**src/rtl/rx_fsm_receiver.sv**
```systemverilog
// rx_fsm_receiver: serial frame receiver (start, MSB-first data, even parity, stop bits) with held-word handshake; RX_SYNC_EN adds a two-flop Rx synchronizer
module rx_fsm_receiver #(
  parameter int STOP_BITS = 2,
  parameter int DATA_BITS = 8
) (
  input  logic                 Clk,
  input  logic                 Rst,
  input  logic                 Rx,
  input  logic                 Rx_Ack,
  output logic [DATA_BITS-1:0] Rx_Data_Out,
  output logic                 Rx_Valid,
  output logic                 Parity_Error,
  output logic                 Framing_Error,
  output logic                 Overrun_Error,
  output logic                 RTS,
  output logic                 Rx_Busy
);
  localparam int MX = DATA_BITS > STOP_BITS ? DATA_BITS : STOP_BITS;
  localparam int CW = $clog2(MX + 1);
  typedef enum logic [1:0] {IDLE, DATA, PARITY, STOP} state_t;
  state_t state;
  logic [CW-1:0] cnt;
  logic [DATA_BITS-1:0] sh;
  logic par, fe, rx_s, done, load, keep;
`ifdef RX_SYNC_EN
  logic [1:0] sync;
  // two-flop synchronizer, idles high so reset does not fake a start bit
  always_ff @(posedge Clk) sync <= Rst ? 2'b11 : {sync[0], Rx};
  assign rx_s = sync[1];
`else
  assign rx_s = Rx;
`endif
  assign done = state == STOP && cnt == CW'(STOP_BITS - 1);
  assign load = done && (!Rx_Valid || Rx_Ack);
  assign keep = Rx_Valid && !Rx_Ack;
  // frame FSM plus held-word register and its status flags
  always_ff @(posedge Clk) begin
    if (Rst) begin
      state <= IDLE;
      cnt <= '0;
      sh <= '0;
      par <= 1'b0;
      fe <= 1'b0;
      Rx_Data_Out <= '0;
      Rx_Valid <= 1'b0;
      Parity_Error <= 1'b0;
      Framing_Error <= 1'b0;
      Overrun_Error <= 1'b0;
      RTS <= 1'b1;
      Rx_Busy <= 1'b0;
    end else begin
      case (state)
        IDLE: if (!rx_s) begin
          state <= DATA;
          cnt <= '0;
          par <= 1'b0;
          fe <= 1'b0;
          Rx_Busy <= 1'b1;
        end
        DATA: begin
          sh <= DATA_BITS'({sh, rx_s});
          par <= par ^ rx_s;
          if (cnt == CW'(DATA_BITS - 1)) begin
            state <= PARITY;
            cnt <= '0;
          end else cnt <= cnt + CW'(1);
        end
        PARITY: begin
          par <= par ^ rx_s;
          state <= STOP;
        end
        STOP: begin
          fe <= fe | !rx_s;
          if (done) begin
            state <= IDLE;
            cnt <= '0;
            Rx_Busy <= 1'b0;
          end else cnt <= cnt + CW'(1);
        end
        default: state <= IDLE;
      endcase
      Rx_Valid <= done || keep;
      RTS <= !(done || keep);
      if (load) begin
        Rx_Data_Out <= sh;
        Parity_Error <= par;
        Framing_Error <= fe | !rx_s;
        Overrun_Error <= 1'b0;
      end else if (done) Overrun_Error <= 1'b1;
      else if (Rx_Valid && Rx_Ack) begin
        Parity_Error <= 1'b0;
        Framing_Error <= 1'b0;
        Overrun_Error <= 1'b0;
      end
    end
  end
endmodule

```
**config.mk**
```make
export PLATFORM = sky130hd
export DESIGN_NAME = rx_fsm_receiver
export DESIGN_NICKNAME = d
export VERILOG_FILES = /design/src/rtl/rx_fsm_receiver.sv
export SDC_FILE = /design/constraint.sdc
export NUM_CORES = 1
export LEC_CHECK = 0
export ABC_AREA = 1
export BUFFER_PORTS_ARGS = -buffer_cell sky130_fd_sc_hd__clkbuf_2
export CELL_PAD_IN_SITES_DETAIL_PLACEMENT = 1
export CELL_PAD_IN_SITES_GLOBAL_PLACEMENT = 2
export CORE_MARGIN = 2
export CORE_UTILIZATION = 31
export DETAILED_ROUTE_END_ITERATION = 10
export PLACE_DENSITY = 0.85
export SLEW_MARGIN = 20
export SYNTH_ARGS = -nofsm -noshare
export SYNTH_HDL_FRONTEND = slang
export SYNTH_SLANG_ARGS = --single-unit
```
**constraint.sdc**
```tcl
create_clock -name Clk -period 1.6 [get_ports Clk]
set_input_delay 0.08 -clock Clk [delete_from_list [all_inputs] [get_ports Clk]]
set_output_delay 0.08 -clock Clk [all_outputs]
set_load 0.03 [all_outputs]
```
# After elaboration in Yosys (flattened, before gate mapping)
# Cells that the tools add are included.
word_totals:
  wordCells: 67
  output_inout_bits: 14
  regBits: 30
  inputBits: 4
op_classes:
  add_sub_neg: 1
  eq_ne: 9
  bitwise_logic: 2
  reduce_logical: 24
  n_mux: 19
ops:
  columns: ["cell", "count"]
  rows:
  - ["$mux W4", 3]
  - ["$pmux W4 S3", 1]
  - ["$mux W1", 8]
  - ["$pmux W2 S4", 1]
  - ["$reduce_and A2 Y1", 4]
  - ["$reduce_bool A2 Y1", 4]
  - ["$mux W2", 3]
  - ["$ne A2 B2 Y1 const B", 3]
  - ["$pmux W1 S2", 3]
  - ["$reduce_and A3 Y1", 2]
  - ["$add A4 B1 Y4 const B", 1]
  - ["$eq A2 B2 Y1 const B", 2]
  - ["$eq A4 B1 Y1 const B", 1]
  - ["$eq A4 B3 Y1 const B", 1]
  - ["$logic_and A1 B1 Y1", 4]
  - ["$logic_not A1 Y1", 4]
  - ["$reduce_or A2 Y1", 2]
  - ["$reduce_bool A3 Y1", 1]
  - ["$eq A2 B1 Y1 const B", 1]
  - ["$logic_not A2 Y1", 1]
  - ["$logic_or A1 B1 Y1", 2]
  - ["$ne A2 B1 Y1 const B", 1]
  - ["$or A1 B1 Y1", 1]
  - ["$xor A1 B1 Y1", 1]

# Longest topological paths before layout
# Gate-level depths: netlist (run 1).
depth:
  ltp_word: 5
  mapped_depth: 8

# Worst setup path after synthesis (run 1)
# Ideal clock, no wire load.
synth_timing:
  kind: "flip-flop to flip-flop"
  startpoint: "register state[1]"
  endpoint: "register cnt[0]"
  setup_ns: 0.119
  path_stages_with_launch: 8
  t_required_ns: 1.481
  path_buffers: 0
  t_arrival_ns: 1.117
  path_slack_ns: 0.364
  period_less_slack_ns: 1.236
  path_cell_list: "dfxtp_1 -> inv_1 -> ha_1 -> clkinv_1 -> nand3_1 -> nand2_1 -> o21ai_0 -> a21oi_1"
synth_between:
  elab_chain_len: 4
synth_rtl:
  columns: ["element", "line_no", "text"]
  rows:
  - ["start: declaration", "21", "state_t state;"]
  - ["start signal: assignment", "39", "state <= IDLE;"]
  - ["start signal: assignment", "54", "state <= DATA;"]
  - ["start signal: assignment", "64", "state <= PARITY;"]
  - ["$eq A2 B2 Y1", "33, 52", null]
  - ["$logic_and A1 B1 Y1", "33", "assign done = state == STOP && cnt == CW'(STOP_BITS - 1);"]
  - ["$mux W4", "74", "if (done) begin"]
  - ["$pmux W4 S3", "52", "case (state)"]
  - ["end signal: assignment", "66", "end else cnt <= cnt + CW'(1);"]
  - ["end signal: assignment", "78", "end else cnt <= cnt + CW'(1);"]
  - ["end: declaration", "22", "logic [CW-1:0] cnt;"]
# Parallel ways exist; a longest one is shown, timed or not.
# A chain may end at the register's enable or synchronous reset.

# Final worst setup path (run 1)
layout_timing:
  startpoint: "register state[0]"
  endpoint: "register cnt[3]"
# The elaborated chain is that of the path after synthesis.

==> impl_metrics.toml, run 1 <==
[placement]
io_buffers = 17
hpwl_um = 2410
routabilityCongestion = 0.943

[synth]
synth_top_area_share_pct = 46.2
ys_seq_area_share_pct = 46.2
syn-num-nets = 183
yosysMostFrequentCell = "nor2_1"
synth_cells = 173
synth_seq_cells = 30
ys_async_sr_fraction_pct = 0
syn-cell-area_um2 = 1300
synthFlopType = "dfxtp_1"
yosysWarnings = 0
synth_top_cell_by_area = "dfxtp_1"
synth_edf_count = 0
synth.distinct_cells = 23
synth_area_leaders = "dfxtp_1 (46%), nor2_1 (10%), nand2_1 (8.1%), o21ai_0 (7.3%), ha_1 (5.8%)"
synth_area_per_cell_um2 = 7.51
yosys-top-cells-count = "nor2_1 (35), dfxtp_1 (30), nand2_1 (28)"

[floorplanning]
die_h_um = 68.8
die_w_um = 68.8
initial_utilization_pct = 32.3
rows = 23
core-area_um2 = 4030
io_pins = 18
die-area_um2 = 4730

[clock_network]
cts_buffer_depth = 2
clkLatencyLatePin_ps = 280
cts_resized = 0
path_clk_slew_ps = 70
cts_max_level = 2
tritoncts = "done"
cts_setup_buffers = 0
cts_buffers = 5
cts_num_sinks = 30
root_buffer = "clkbuf_8"
cts-hold-fix-buffers = 0

[worst_setup_path]
required_ps = 1810
arrival_ps = 1620
endpoint_kind = "register"
path_class = "reg2reg"
start_kind = "register"
worst_r2r_path_depth = 6
critPathMaxFanout = 6

[drt]
drc = 0
avgViaCountPerCell = 4.80
dr.pass1.iters = 2
routed_wl_um = 3130
drt_iter0_drc = 47
ant_nets = 0
vias = 1191
routedWlPerCell_um = 12.6

[timing]
worstMarginPinSlew_ps = 236
setup_viol = 0
clock.fmax_mhz = 709
finalSetupTns_ps = 0
fin_skew_ps = 5.29
maxSlewViolCount = 0
fin_crit_sh_pct = 88.2
layout_min_cycle_time_ps = 1410
hold_viol = 0
rsz0062_at_grt = "false"
max_slew_margin_pct = 84.2

[final_layout]
final_nets = 207
antenna_cells = 0
syn2layout_area_growth_pct = 20.6
num-fill-cells = 518
drive_gt1_share_pct = 18.7

[global_route]
grt_max_degree = 19
grt-ovfl-total = 0
grt_pass1_vias = 1178
antenna_found_initial = 0
gr-usage-all-layers_pct = 14.8
grt_pass1_wl_um = 5130

[min_path]
hold_depth = 2
hold_class = "in2reg"

[power]
p_total_w = 0.00236
irDropWorstVdd_mv = 0.575
powerDensity_nw_per_um2 = 1510
p_leak_nw = 0.709

[status]
status = "finished, final reports clean"

[job]
maxCapViolCount = 0
[worst paths after layout]
path	startpoint	to	slack, ps
worst min-delay path	Rst	Framing_Error	80
worst max-delay path	state[0]	cnt[3]	190
worst max register to register	state[0]	cnt[3]	190
worst min register to register	fe	fe	460
[per-layer routing]
layer	vias to the layer above	GRT usage, %	share of wire, %
met5	-	0	0
met4	0	6.37	1.2
met3	5	3.73	2.5
met2	10	27.4	54
met1	567	15.7	42
li1	609	-	-
[placed cells by master (no fill, tap or decap)]
| master | Yosys | layout |
|---|---|---|
| nor2_1 | 35 | 35 |
| dfxtp_1 | 30 | 30 |
| nand2_1 | 28 | 28 |
| o21ai_0 | 19 | 19 |
| clkbuf_2 | 0 | 17 |
| inv_1 | 14 | 14 |
| a21oi_1 | 10 | 10 |
| nand3_1 | 9 | 9 |
| ha_1 | 6 | 6 |
| nand4_1 | 5 | 5 |
| clkbuf_8 | 0 | 5 |
| buf_4 | 0 | 4 |
| nand2_2 | 2 | 2 |
| clkinv_2 | 0 | 2 |
| nor2_2 | 1 | 1 |
| nor3_1 | 1 | 1 |
| nand3_2 | 1 | 1 |
| inv_2 | 1 | 1 |
| nand3_4 | 1 | 1 |
| clkinv_4 | 1 | 1 |
| clkinv_1 | 1 | 1 |
| o21a_1 | 1 | 1 |
| or2_2 | 1 | 1 |
| a31oi_1 | 1 | 1 |
| nor3b_1 | 1 | 1 |
| bufinv_16 | 0 | 1 |
[per-stage QoR]
| step | utilization [%] | std cells | hold WS, ps | worst slack (ps) | instance area [µm²] |
|---|---|---|---|---|---|
| after floorplan | - | 173 | 149 | 364 | 1300 |
| after global placement | 36.2 | 240 | 351 | 306 | 1460 |
| after detailed placement | 36.2 | 240 | 379 | 199 | 1460 |
| after CTS | 38.9 | 248 | 77.3 | 175 | 1570 |
| after global routing | 38.9 | 248 | 86.0 | 53.2 | 1570 |
| final | 38.9 | 248 | 79.1 | 189 | 1570 |
[logic make-up after synthesis]
logic type      count (synthesis)  share of synthesized area [%]
buf+inv                        21                           6.74
fa+ha+maj                       6                           5.77
flops                          30                           46.2
compound gates                 31                           12.2
simple gates                   85                           29.1
[flip-flops by register name, indices dropped and copies added (netlist names)]
| register | flops |
|---|---|
| cnt | 4 |
| fe | 1 |
| Framing_Error | 1 |
| state | 2 |
| Rx_Data_Out | 8 |
| Rx_Busy | 1 |
| Parity_Error | 1 |
| Overrun_Error | 1 |
| sh | 8 |
| RTS | 1 |
| par | 1 |
| Rx_Valid | 1 |
[layout make-up]
cell class / instances / area (µm²) / area share (%)
timing repair buffer: 21 / 115 / 7.34
tap: 50 / 62.6 / 3.99
sequential: 30 / 601 / 38.3
inverter: 17 / 68.8 / 4.39
clock inverter: 3 / 40.0 / 2.55
multi-input combinational: 122 / 612 / 39.0
clock buffer: 5 / 68.8 / 4.39
[where the power goes]
group	internal, W	leakage (nW)	switching (W)	total [W]
sequential	0.000871	0.244	0.0000855	0.000956
combinational	0.000227	0.408	0.000431	0.000658
clock	0.000458	0.0579	0.000288	0.000746
[worst max-delay path, stage by stage, from the launching register on]
cell and delay (ps):
dfxtp_1 370, inv_1 90, ha_1 270, nand2_1 160
o21a_1 190, nand3_1 100, a21oi_1 150
Note: power is estimated with default switching activity, not from simulation.
==> run 2: changes to the inputs <==
--- a/config.mk
+++ b/config.mk
@@ -7,12 +7,10 @@
 export LEC_CHECK = 0
 export ABC_AREA = 1
 export BUFFER_PORTS_ARGS = -buffer_cell sky130_fd_sc_hd__clkbuf_2
-export CELL_PAD_IN_SITES_DETAIL_PLACEMENT = 1
-export CELL_PAD_IN_SITES_GLOBAL_PLACEMENT = 2
 export CORE_MARGIN = 2
 export CORE_UTILIZATION = 31
 export DETAILED_ROUTE_END_ITERATION = 10
-export PLACE_DENSITY = 0.85
+export PLACE_DENSITY = 0.58
 export SLEW_MARGIN = 20
 export SYNTH_ARGS = -nofsm -noshare
 export SYNTH_HDL_FRONTEND = slang
==> constraint.sdc (replaced) <==
create_clock -name Clk -period 1.6 [get_ports Clk]
set_input_delay 0.48 -clock Clk [delete_from_list [all_inputs] [get_ports Clk]]
set_output_delay 0.48 -clock Clk [all_outputs]
set_load 0.03 [all_outputs]
==> impl_metrics.toml, run 2 (synthesis results as in run 1) <==
[final_layout]
fin_cells = 248
largestRegisters = "Rx_Data_Out: 8 flops, sh: 8 flops, cnt: 4 flops"
final_nets = 207
drive_gt1_share_pct = 18.2
layout_commonest_cell = "nor2_1"
antenna_cells = 0
num-fill-cells = 441
final_cell_mix = "nor2_1 (35), dfxtp_1 (30), nand2_1 (28)"
syn2layout_area_growth_pct = 19.2

[drt]
routedWlPerCell_um = 10.5
ant_nets = 0
drt_iter0_drc = 56
routed_wl_um = 2590
drc = 0
avgViaCountPerCell = 4.46
vias = 1105
dr.pass1.iters = 5

[clock_network]
tritoncts = "done"
cts_num_sinks = 30
cts_buffers = 5
cts_max_level = 2
root_buffer = "clkbuf_8"
cts-hold-fix-buffers = 0
cts_setup_buffers = 0
path_clk_slew_ps = 70
cts_buffer_depth = 2
cts_resized = 0
clkLatencyLatePin_ps = 280

[worst_setup_path]
start_kind = "register"
arrival_ps = 1620
path_class = "reg2reg"
critPathMaxFanout = 9
required_ps = 1770
endpoint_kind = "register"

[floorplanning]
core-area_um2 = 4030
die-area_um2 = 4730
initial_utilization_pct = 32.3
io_pins = 18
die_h_um = 68.8
rows = 23
die_w_um = 68.8

[timing]
setup_viol = 0
layout_min_cycle_time_ps = 1450
fin_crit_sh_pct = 90.4
rsz0062_at_grt = "false"
worstMarginPinSlew_ps = 377
hold_viol = 0
fin_skew_ps = 8.86
clock.fmax_mhz = 691
max_slew_margin_pct = 74.8
maxSlewViolCount = 0
finalSetupTns_ps = 0

[power]
power_frac_comb_pct = 28.4
switching_share_pct = 34.6
pwr-share-seq_pct = 43.4
clkPwrFrac_pct = 28.3
p_leak_nw = 0.699
switchingPower_w = 0.000761
powerDensity_nw_per_um2 = 1420
power.internal_w = 0.00144
irDropWorstVdd_mv = 0.531

[placement]
routabilityCongestion = 0.776
hpwl_um = 1800
io_buffers = 17
dp.cells = 240

[job]
maxCapViolCount = 0

[global_route]
grt_max_degree = 21
gr-usage-all-layers_pct = 12.3
grt_pass1_vias = 980
antenna_found_initial = 0
grt-ovfl-total = 0
grt_pass1_wl_um = 4230

[min_path]
hold_class = "reg2reg"

[status]
status = "finished, final reports clean"
-- run 2: cell types whose count changed in the layout (fill, tap and decap cells not counted), sizes merged --
cell,delta
clkinv,-1
bufinv,-1
clkbuf,+2
-- run 2: power by group through the flow --
stage	clock network, W	logic (W)	registers, W
6_report	0.000622	0.000624	0.000954
5_1_grt	0.000681	0.000709	0.000971
4_1_cts	0.000636	0.000626	0.000956
3_5_place_dp	0	0.000611	0.000972
3_3_place_gp	0	0.000613	0.000970
2_1_floorplan	0	0.000453	0.000973
-- run 2: stage by stage --
step | total power [W] | setup WS, ps | util [%] | hold slack [ps] | area, µm²
2_1_floorplan | 0.00143 | 364 | - | 429 | 1300
3_3_place_gp | 0.00158 | 241 | 36.2 | 443 | 1460
3_5_place_dp | 0.00158 | 201 | 36.2 | 449 | 1460
4_1_cts | 0.00222 | 147 | 38.5 | 459 | 1550
5_1_grt | 0.00236 | 42.5 | 38.5 | 485 | 1550
6_report | 0.00220 | 153 | 38.5 | 465 | 1550
-- run 2: final cells by class --
cell class / instances / area, µm² / share of cell area [%]
Clock buffer: 7 / 86.3 / 5.57
Clock inverter: 1 / 5.00 / 0.323
Inverter: 17 / 68.8 / 4.44
Multi-Input combinational cell: 122 / 612 / 39.5
Sequential cell: 30 / 601 / 38.7
Tap cell: 50 / 62.6 / 4.04
Timing Repair Buffer: 21 / 115 / 7.43
-- run 2: worst paths after layout --
path	startpoint	end	slack (ps)	cells past startpoint
setup / recovery	state[0]	cnt[0]	150	6
hold / removal	fe	fe	460	2
setup reg to reg	state[0]	cnt[0]	150	6
hold reg to reg	fe	fe	460	2
-- run 2: metal layers --
layer,wire length [µm],global-route usage (%)
met1,1270,14.5
met2,1140,19.2
met3,125,4.87
met4,61,6.62
met5,0,0
-- run 2: worst max-delay path, stage by stage, from the launching register on --
cell     delay, ps
dfxtp_1        350
ha_1           400
inv_1          130
nand3_1        130
nand2_1        120
o21ai_0        160
a21oi_1         60
==> run 3: changes to the inputs <==
--- a/config.mk
+++ b/config.mk
@@ -10,7 +10,7 @@
 export CORE_MARGIN = 2
 export CORE_UTILIZATION = 31
 export DETAILED_ROUTE_END_ITERATION = 10
-export PLACE_DENSITY = 0.58
+export PLACE_DENSITY = 0.46
 export SLEW_MARGIN = 20
 export SYNTH_ARGS = -nofsm -noshare
 export SYNTH_HDL_FRONTEND = slang
==> constraint.sdc (replaced) <==
create_clock -name Clk -period 1.85 [get_ports Clk]
set_input_delay 0.555 -clock Clk [delete_from_list [all_inputs] [get_ports Clk]]
set_output_delay 0.555 -clock Clk [all_outputs]
set_load 0.03 [all_outputs]
==> impl_metrics.toml, run 3 (synthesis results as in run 1) <==
[status]
status = "finished, final reports clean"

[final_layout]
antenna_cells = 0
largestRegisters = "Rx_Data_Out: 8 flops, sh: 8 flops, cnt: 4 flops"
syn2layout_area_growth_pct = 17.7
final_area_um2 = 1530
layout_commonest_cell = "nor2_1"
final_cell_mix = "nor2_1 (35), dfxtp_1 (30), nand2_1 (28)"
final_nets = 206
drive_gt1_share_pct = 17.9

[floorplanning]
initial_utilization_pct = 32.3
core-area_um2 = 4030
die_w_um = 68.8
io_pins = 18
die_h_um = 68.8
die-area_um2 = 4730
rows = 23

[clock_network]
cts_max_level = 2
cts_buffers = 5
cts-hold-fix-buffers = 0
cts_resized = 0
tritoncts = "done"
cts_buffer_depth = 2
cts_num_sinks = 30
path_clk_slew_ps = 60
cts_setup_buffers = 0
root_buffer = "clkbuf_8"
clkLatencyLatePin_ps = 280

[worst_setup_path]
arrival_ps = 1660
path_cells = "inv_1 -> ha_1 -> clkinv_1 -> nand3_1 -> nand2_1 -> o21ai_0 -> a21oi_1"
slowest_delay_ps = 380
start_kind = "register"
worst_r2r_path_depth = 7
endpoint_kind = "register"
path_class = "reg2reg"
cpMaxStageDelayCell = "ha_1"
critPathMaxFanout = 12
required_ps = 2020

[global_route]
gr-usage-all-layers_pct = 13.0
grt-ovfl-total = 0
use_met1_pct = 15.6
grt_use_met2_pct = 19.8
grt_pass1_wl_um = 4400
grt_use_met3_pct = 5.84
grt_pass1_vias = 1011
grt_max_degree = 19
grt_busiest_layer = "met2"
antenna_found_initial = 0

[placement]
hpwl_um = 1980
post-place-ws_ps = 351
routabilityCongestion = 0.769
dpl_cell_area_um2 = 1450
io_buffers = 17

[power]
switching_share_pct = 35.4
clkPwrFrac_pct = 26.4
pwr-share-seq_pct = 44.9
power_frac_comb_pct = 28.7
powerDensity_nw_per_um2 = 1200
switchingPower_w = 0.000652
irDropWorstVdd_mv = 0.522
power.internal_w = 0.00119
p_leak_nw = 0.690

[drt]
vias = 1141
dr.pass1.iters = 4
ant_nets = 0
routed_wl_um = 2630
avgViaCountPerCell = 4.64
drc = 0
routedWlPerCell_um = 10.7
drt_iter0_drc = 52

[job]
maxCapViolCount = 0

[timing]
fin_crit_sh_pct = 80.4
maxSlewViolCount = 0
rsz0062_at_grt = "false"
setup_viol = 0
worstMarginPinSlew_ps = 359
layout_min_cycle_time_ps = 1490
clock.fmax_mhz = 672
setup_slack_ps = 362
max_slew_margin_pct = 76.0
whs_ps = 460
hold_viol = 0
fin_skew_ps = 3.53
finalSetupTns_ps = 0

[min_path]
hold_depth = 2
hold_class = "reg2reg"
-- run 3: cell count changes in the layout (fill, tap and decap cells not counted), sizes merged --
cell	delta
buf	-1
clkbuf	-2
clkinv	+1
-- run 3: critical path, delay by kind of cell (launching register included) --
family,cells,cell delay (ps)
flip-flops,1,330
buffers and inverters,2,250
AND/OR/NAND/NOR,2,210
AO/OA/AOI/OAI,2,220
adder cells (fa/ha/maj),1,380
-- run 3: layer usage --
| metal | share of wire, % | up-vias |
|---|---|---|
| met5 | 0 | - |
| met4 | 1.5 | 0 |
| met3 | 4.0 | 5 |
| met2 | 45 | 15 |
| met1 | 49 | 515 |
| li1 | - | 606 |
-- run 3: final timing paths --
kind	startpoint	end	slack [ps]
max	state[1]	cnt[0]	360
max reg2reg	state[1]	cnt[0]	360
min reg2reg	fe	fe	460
min	fe	fe	460
-- run 3: cell type report --
cell class | instances | area, µm²
fillers | 453 | 2500
flip-flops and latches | 30 | 601
repair buffers | 20 | 108
clock inverters | 2 | 10.0
well taps | 50 | 62.6
multi-input cells | 122 | 612
inverters | 17 | 68.8
clock buffers | 5 | 68.8
-- run 3: stage by stage --
stage / utilization, % / power [W] / instances
floorplan: - / 0.00123 / 173
global placement: 36.0 / 0.00136 / 239
detailed placement: 36.0 / 0.00137 / 239
CTS: 38.0 / 0.00187 / 246
global route: 38.0 / 0.00199 / 246
finish: 38.0 / 0.00184 / 246
-- run 3: power by group through the flow --
| stage | logic [W] | registers, W | clock network, W |
|---|---|---|---|
| 2_1_floorplan | 0.000392 | 0.000841 | 0 |
| 3_3_place_gp | 0.000518 | 0.000839 | 0 |
| 3_5_place_dp | 0.000531 | 0.000840 | 0 |
| 4_1_cts | 0.000533 | 0.000827 | 0.000511 |
| 5_1_grt | 0.000607 | 0.000839 | 0.000546 |
| 6_report | 0.000529 | 0.000827 | 0.000487 |
